==> src/rtl/conv2_sched.sv <==
// Conv2 layer scheduler: streams the feature map once per filter group into the
// line buffers, tracks returned windows and sequences passes through the layer.
module conv2_sched #(
  parameter int  IMG_W     = 12,
  parameter int  K_SIZE    = 5,
  parameter int  NUM_PASS  = 4,
  parameter int  ADDR_BITS = 8,
  localparam int PASS_W    = (NUM_PASS > 1) ? $clog2(NUM_PASS) : 1
) (
  input  logic                 clk,
  input  logic                 rst,
  input  logic                 start,
  input  logic                 out_ready,
  input  logic                 win_valid,
  output logic                 fm_rd_en,
  output logic [ADDR_BITS-1:0] fm_rd_addr,
  output logic                 lb_valid,
  output logic [PASS_W-1:0]    pass_idx,
  output logic                 busy,
  output logic                 done,
  output logic                 err
);

  localparam int NPIX   = IMG_W * IMG_W;
  localparam int OUT_W  = IMG_W - K_SIZE + 1;
  localparam int WEXP   = OUT_W * OUT_W;
  localparam int WCNT_W = $clog2(NPIX + 1) + 1;

  localparam logic [ADDR_BITS-1:0] LAST_PIX   = ADDR_BITS'(NPIX - 1);
  localparam logic [WCNT_W-1:0]    WEXP_C     = WCNT_W'(WEXP);
  localparam logic [PASS_W-1:0]    LAST_PASS  = PASS_W'(NUM_PASS - 1);
  localparam logic [1:0]           DRAIN_LAST = 2'd3;

  localparam logic [2:0] S_IDLE  = 3'd0;
  localparam logic [2:0] S_FEED  = 3'd1;
  localparam logic [2:0] S_DRAIN = 3'd2;
  localparam logic [2:0] S_NEXT  = 3'd3;
  localparam logic [2:0] S_FIN   = 3'd4;

  logic [2:0]           state_q,     state_d;
  logic [ADDR_BITS-1:0] pix_cnt_q,   pix_cnt_d;
  logic [WCNT_W-1:0]    win_cnt_q,   win_cnt_d;
  logic [1:0]           drain_cnt_q, drain_cnt_d;
  logic [PASS_W-1:0]    pass_q,      pass_d;
  logic                 err_q,       err_d;
  logic                 lb_valid_q,  lb_valid_d;

  logic rd_en;
  logic count_win;
  logic win_full;
  logic drain_exit;

  assign rd_en      = (state_q == S_FEED) && out_ready;
  assign count_win  = win_valid && ((state_q == S_FEED) || (state_q == S_DRAIN));
  assign win_full   = (win_cnt_q == WEXP_C);
  // Registered count is compared, so the window riding on the last lb_valid is seen one cycle later.
  assign drain_exit = win_full || (drain_cnt_q == DRAIN_LAST);

  always_comb begin
    state_d     = state_q;
    pix_cnt_d   = pix_cnt_q;
    win_cnt_d   = win_cnt_q;
    drain_cnt_d = drain_cnt_q;
    pass_d      = pass_q;
    err_d       = err_q;
    lb_valid_d  = rd_en;

    // Saturate so a stuck win_valid can never wrap back onto the expected count.
    if (count_win && (win_cnt_q != '1)) begin
      win_cnt_d = win_cnt_q + 1'b1;
    end

    case (state_q)
      S_IDLE: begin
        if (start) begin
          state_d   = S_FEED;
          pix_cnt_d = '0;
          win_cnt_d = '0;
          pass_d    = '0;
          err_d     = 1'b0;
        end else if (win_valid) begin
          err_d = 1'b1;
        end
      end
      S_FEED: begin
        if (rd_en) begin
          if (pix_cnt_q == LAST_PIX) begin
            pix_cnt_d   = '0;
            drain_cnt_d = '0;
            state_d     = S_DRAIN;
          end else begin
            pix_cnt_d = pix_cnt_q + 1'b1;
          end
        end
      end
      S_DRAIN: begin
        drain_cnt_d = drain_cnt_q + 1'b1;
        if (drain_exit) begin
          state_d = S_NEXT;
          if (!win_full) begin
            err_d = 1'b1;
          end
        end
      end
      S_NEXT: begin
        if (pass_q == LAST_PASS) begin
          state_d = S_FIN;
        end else begin
          pass_d    = pass_q + 1'b1;
          pix_cnt_d = '0;
          win_cnt_d = '0;
          state_d   = S_FEED;
        end
      end
      S_FIN: begin
        state_d = S_IDLE;
        if (win_valid) begin
          err_d = 1'b1;
        end
      end
      default: begin
        state_d = S_IDLE;
      end
    endcase
  end

  always_ff @(posedge clk) begin
    if (rst) begin
      state_q     <= S_IDLE;
      pix_cnt_q   <= '0;
      win_cnt_q   <= '0;
      drain_cnt_q <= '0;
      pass_q      <= '0;
      err_q       <= 1'b0;
      lb_valid_q  <= 1'b0;
    end else begin
      state_q     <= state_d;
      pix_cnt_q   <= pix_cnt_d;
      win_cnt_q   <= win_cnt_d;
      drain_cnt_q <= drain_cnt_d;
      pass_q      <= pass_d;
      err_q       <= err_d;
      lb_valid_q  <= lb_valid_d;
    end
  end

  assign fm_rd_en   = rd_en;
  assign fm_rd_addr = pix_cnt_q;
  assign lb_valid   = lb_valid_q;
  assign pass_idx   = pass_q;
  assign busy       = (state_q != S_IDLE) && (state_q != S_FIN);
  assign done       = (state_q == S_FIN);
  assign err        = err_q;

endmodule

==> config.mk <==
export PLATFORM = sky130hd
export DESIGN_NAME = conv2_sched
export DESIGN_NICKNAME = d
export VERILOG_FILES = /design/src/rtl/conv2_sched.sv
export SDC_FILE = /design/constraint.sdc
export NUM_CORES = 1
export LEC_CHECK = 0
export ABC_AREA = 1
export ABC_CLOCK_PERIOD_IN_PS = 5000
export CORE_ASPECT_RATIO = 1.2
export CORE_MARGIN = 3
export CORE_UTILIZATION = 50
export DETAILED_ROUTE_END_ITERATION = 10
export PLACE_DENSITY = 0.74
export SYNTH_ARGS = -nofsm -noshare
export SYNTH_HDL_FRONTEND = slang
export SYNTH_SLANG_ARGS = --single-unit
==> constraint.sdc <==
create_clock -name clk -period 5 [get_ports clk]
set_input_delay 1.5 -clock clk [delete_from_list [all_inputs] [get_ports clk]]
set_output_delay 1.5 -clock clk [all_outputs]
set_load 0.02 [all_outputs]
==> results.yml <==
cells_and_area:
  drive_gt1_frac: 0.09426
  diodes: 0
  fillers: 288
  synthToLayoutAreaGrowth_pct: 15.50
  final_nets: 257
sta:
  worst_pin_slew_ps: 475.7
  drv_slew: 0
  hold_viol: 0
  slew_headroom: 0.6819
  finalSetupViolCount: 0
  fmax_mhz: 237.3
  skew_ps: 8.517
  finalCriticalPeriod_ps: 4213
  layout_setup_ws_ps: 786.7
  post-route-period-util: 0.8427
  grt_setup_unrepaired: "no"
  setup_tns_ps: 0
clock_network:
  clkTransAtPathRegs_ps: 120
  cts_tree: "yes"
  clock_sinks: 26
  root_buffer: "clkbuf_4"
  clockBufferDepth: 2
  cts_setup_buffers: 0
  hold_buffers: 0
  htreeDepth: 1
  insertion_delay_ps: 310
  cts_buffers: 3
  cts_resized: 0
worst_setup_path:
  crit_start: "out_ready"
  criticalPathCategory: "in2out"
  reg2reg_slack_ps: 2830
  cp-endpoint: "fm_rd_en"
  critPathMaxFanout: 3
  start_kind: "primary input"
  crit_arrival_ps: 2710
  reg2reg_from: "win_cnt_q[0]"
  r2r-end: "win_cnt_q[2]"
  cp.required_ps: 3500
  r2r.worst_path.cells: 12
  cp-end-kind: "output pin"
logic_synthesis:
  synthCells: 225
  synth_area_sq_um: 1501
  yosysSeqAreaShare: 0.3467
  synthSimpleGateAreaFrac: 0.3942
  synthXorXnorAreaFrac: 0.005833
  muxShareOfSynthArea: 0
  syn-num-nets: 236
  synth_compound_area_frac: 0.09833
  yosysWarnings: 0
  synth_top_family_by_area: "simple AND/OR/NAND/NOR gates"
  ys_ff_latch: 26
  synth.distinct_cells: 24
  synth_area_per_cell_sq_um: 6.673
  synth_fa_ha_area_frac: 0.05000
die:
  rows: 21
  die-area_sq_um: 3699
  die_w_um: 56.03
  core_area_sq_um: 2838
  start_util: 0.5291
  pin_count: 20
  dieHeight_um: 66.03
power:
  p_sw_w: 0.0001511
  p_per_area_nw_per_um2: 256.8
  internal_power_w: 0.0002943
  max-vdd-ir-drop_mv: 0.1694
  p_seq_frac: 0.512
  p_clk_frac: 0.192
  p_leak_nw: 0.7743
  p_sw_frac: 0.3392
  combPwrFrac: 0.297
global_routing:
  grtUsageTotal: 0.1736
  grt_pass1_vias: 1255
  overflow: 0
  grt_pass1_wl_um: 5195
  antenna_found_initial: 0
  grt_max_degree: 15
placed_design:
  gp_congestion: 0.8454
  io_buffers: 19
  pre_cts_ws_ps: 778.5
  post-dp-hpwl_um: 2366
routing:
  drt_wl_total_um: 2993
  drt-pass1-iter-count: 4
  drt_iter0_markers: 24
  drc: 0
  ant_nets: 0
  routedWlPerCell_um: 10.77
  drt-vias-per-instance: 4.978
  vias: 1384
min_path:
  hold_class: "reg2reg"
  hold_depth: 2
flow_run:
  cap_violations: 0
run_status:
  status: "completed"
[placed cells by master, fill, tap and decap left out, drive strengths merged]
cell / netlist / layout
nor3b: 1 / 1
o21ai: 5 / 5
nor3: 7 / 7
clkdlybuf4s50: 0 / 19
nand4: 6 / 6
xor2: 1 / 1
a211oi: 2 / 2
clkbuf: 1 / 3
nand3: 20 / 20
dfxtp: 26 / 26
nand2: 58 / 58
o22ai: 1 / 1
nor2: 35 / 35
ha: 6 / 6
inv: 36 / 36
a21oi: 18 / 18
[synthesized netlist by cell type, drive strengths merged]
cell	instances	area, sq um
nand4	6	37.54
xor2	1	8.760
o22ai	1	6.260
o21ai	5	25.02
nand2	58	225.2
clkbuf	1	3.750
nand3	20	135.1
ha	6	75.07
dfxtp	26	520.5
nor2	35	141.4
a21oi	18	101.4
buf	2	18.77
a211oi	2	15.01
nor3b	1	12.51
nor3	7	40.04
inv	36	135.1
[registers in the layout (all words and copies together), names as in the netlist]
signal and flops:
err 1, lb_valid 1, win_cnt_q 9, state_q 3, pass_idx 2, fm_rd_addr 8
drain_cnt_q 2
[how the worst min path moves through the flow]
stage / start / to / slack, ps
4_1_cts: drain_cnt_q[1] / drain_cnt_q[1] / 480
6_report: drain_cnt_q[1] / drain_cnt_q[1] / 480
3_3_place_gp: drain_cnt_q[1] / drain_cnt_q[1] / 460
2_1_floorplan: drain_cnt_q[1] / drain_cnt_q[1] / 440
5_1_grt: drain_cnt_q[1] / drain_cnt_q[1] / 520
3_5_place_dp: drain_cnt_q[1] / drain_cnt_q[1] / 460
[layout make-up]
| type | instances | area, sq um | area share |
|---|---|---|---|
| multi-input cells | 160 | 823.3 | 0.4747 |
| clock buffers | 3 | 22.52 | 0.01299 |
| flip-flops and latches | 26 | 520.5 | 0.3001 |
| well taps | 34 | 42.54 | 0.02453 |
| repair buffers | 19 | 190.2 | 0.1097 |
| inverters | 36 | 135.1 | 0.07792 |
[power by group through the flow]
stage | combinational, W | sequential, W | clock, W
after CTS | 0.000133 | 0.000228 | 0.0000911
final | 0.000132 | 0.000228 | 0.0000854
after global placement | 0.000131 | 0.000232 | 0
after floorplan | 0.0000917 | 0.000239 | 0
after global routing | 0.000149 | 0.000230 | 0.0000954
after detailed placement | 0.000133 | 0.000233 | 0
[critical path: stages]
cell and delay, ps:
clkdlybuf4s50_1 450, inv_1 60, nor2_1 100, clkdlybuf4s50_1 600
[cell families (layout without fill, tap and decap cells)]
logic type / after synthesis / count (layout)
xor+xnor: 1 / 1
compound gates: 26 / 26
simple gates: 127 / 127
fa+ha+maj: 6 / 6
buf+inv: 39 / 58
flops: 26 / 26
[per-layer routing]
metal  part of all wire  GRT usage  wire, um
met5                  0          0         0
met4             0.0057    0.06231        17
met3              0.024    0.01758        72
met2               0.50     0.3158      1496
met1               0.47     0.2108      1406
[through the flow]
step / power [W] / hold slack [ps] / instances / instance area [sq um] / util
4_1_cts: 0.0004519 / 481.6 / 278 / 1734 / 0.6111
3_5_place_dp: 0.0003652 / 462.6 / 275 / 1712 / 0.6032
3_3_place_gp: 0.0003636 / 457.5 / 275 / 1712 / 0.6032
2_1_floorplan: 0.0003307 / 444.6 / 225 / 1501 / -
6_report: 0.0004454 / 482.1 / 278 / 1734 / 0.6111
5_1_grt: 0.0004738 / 521.1 / 278 / 1734 / 0.6111
Power figures use the tool's default switching activity.
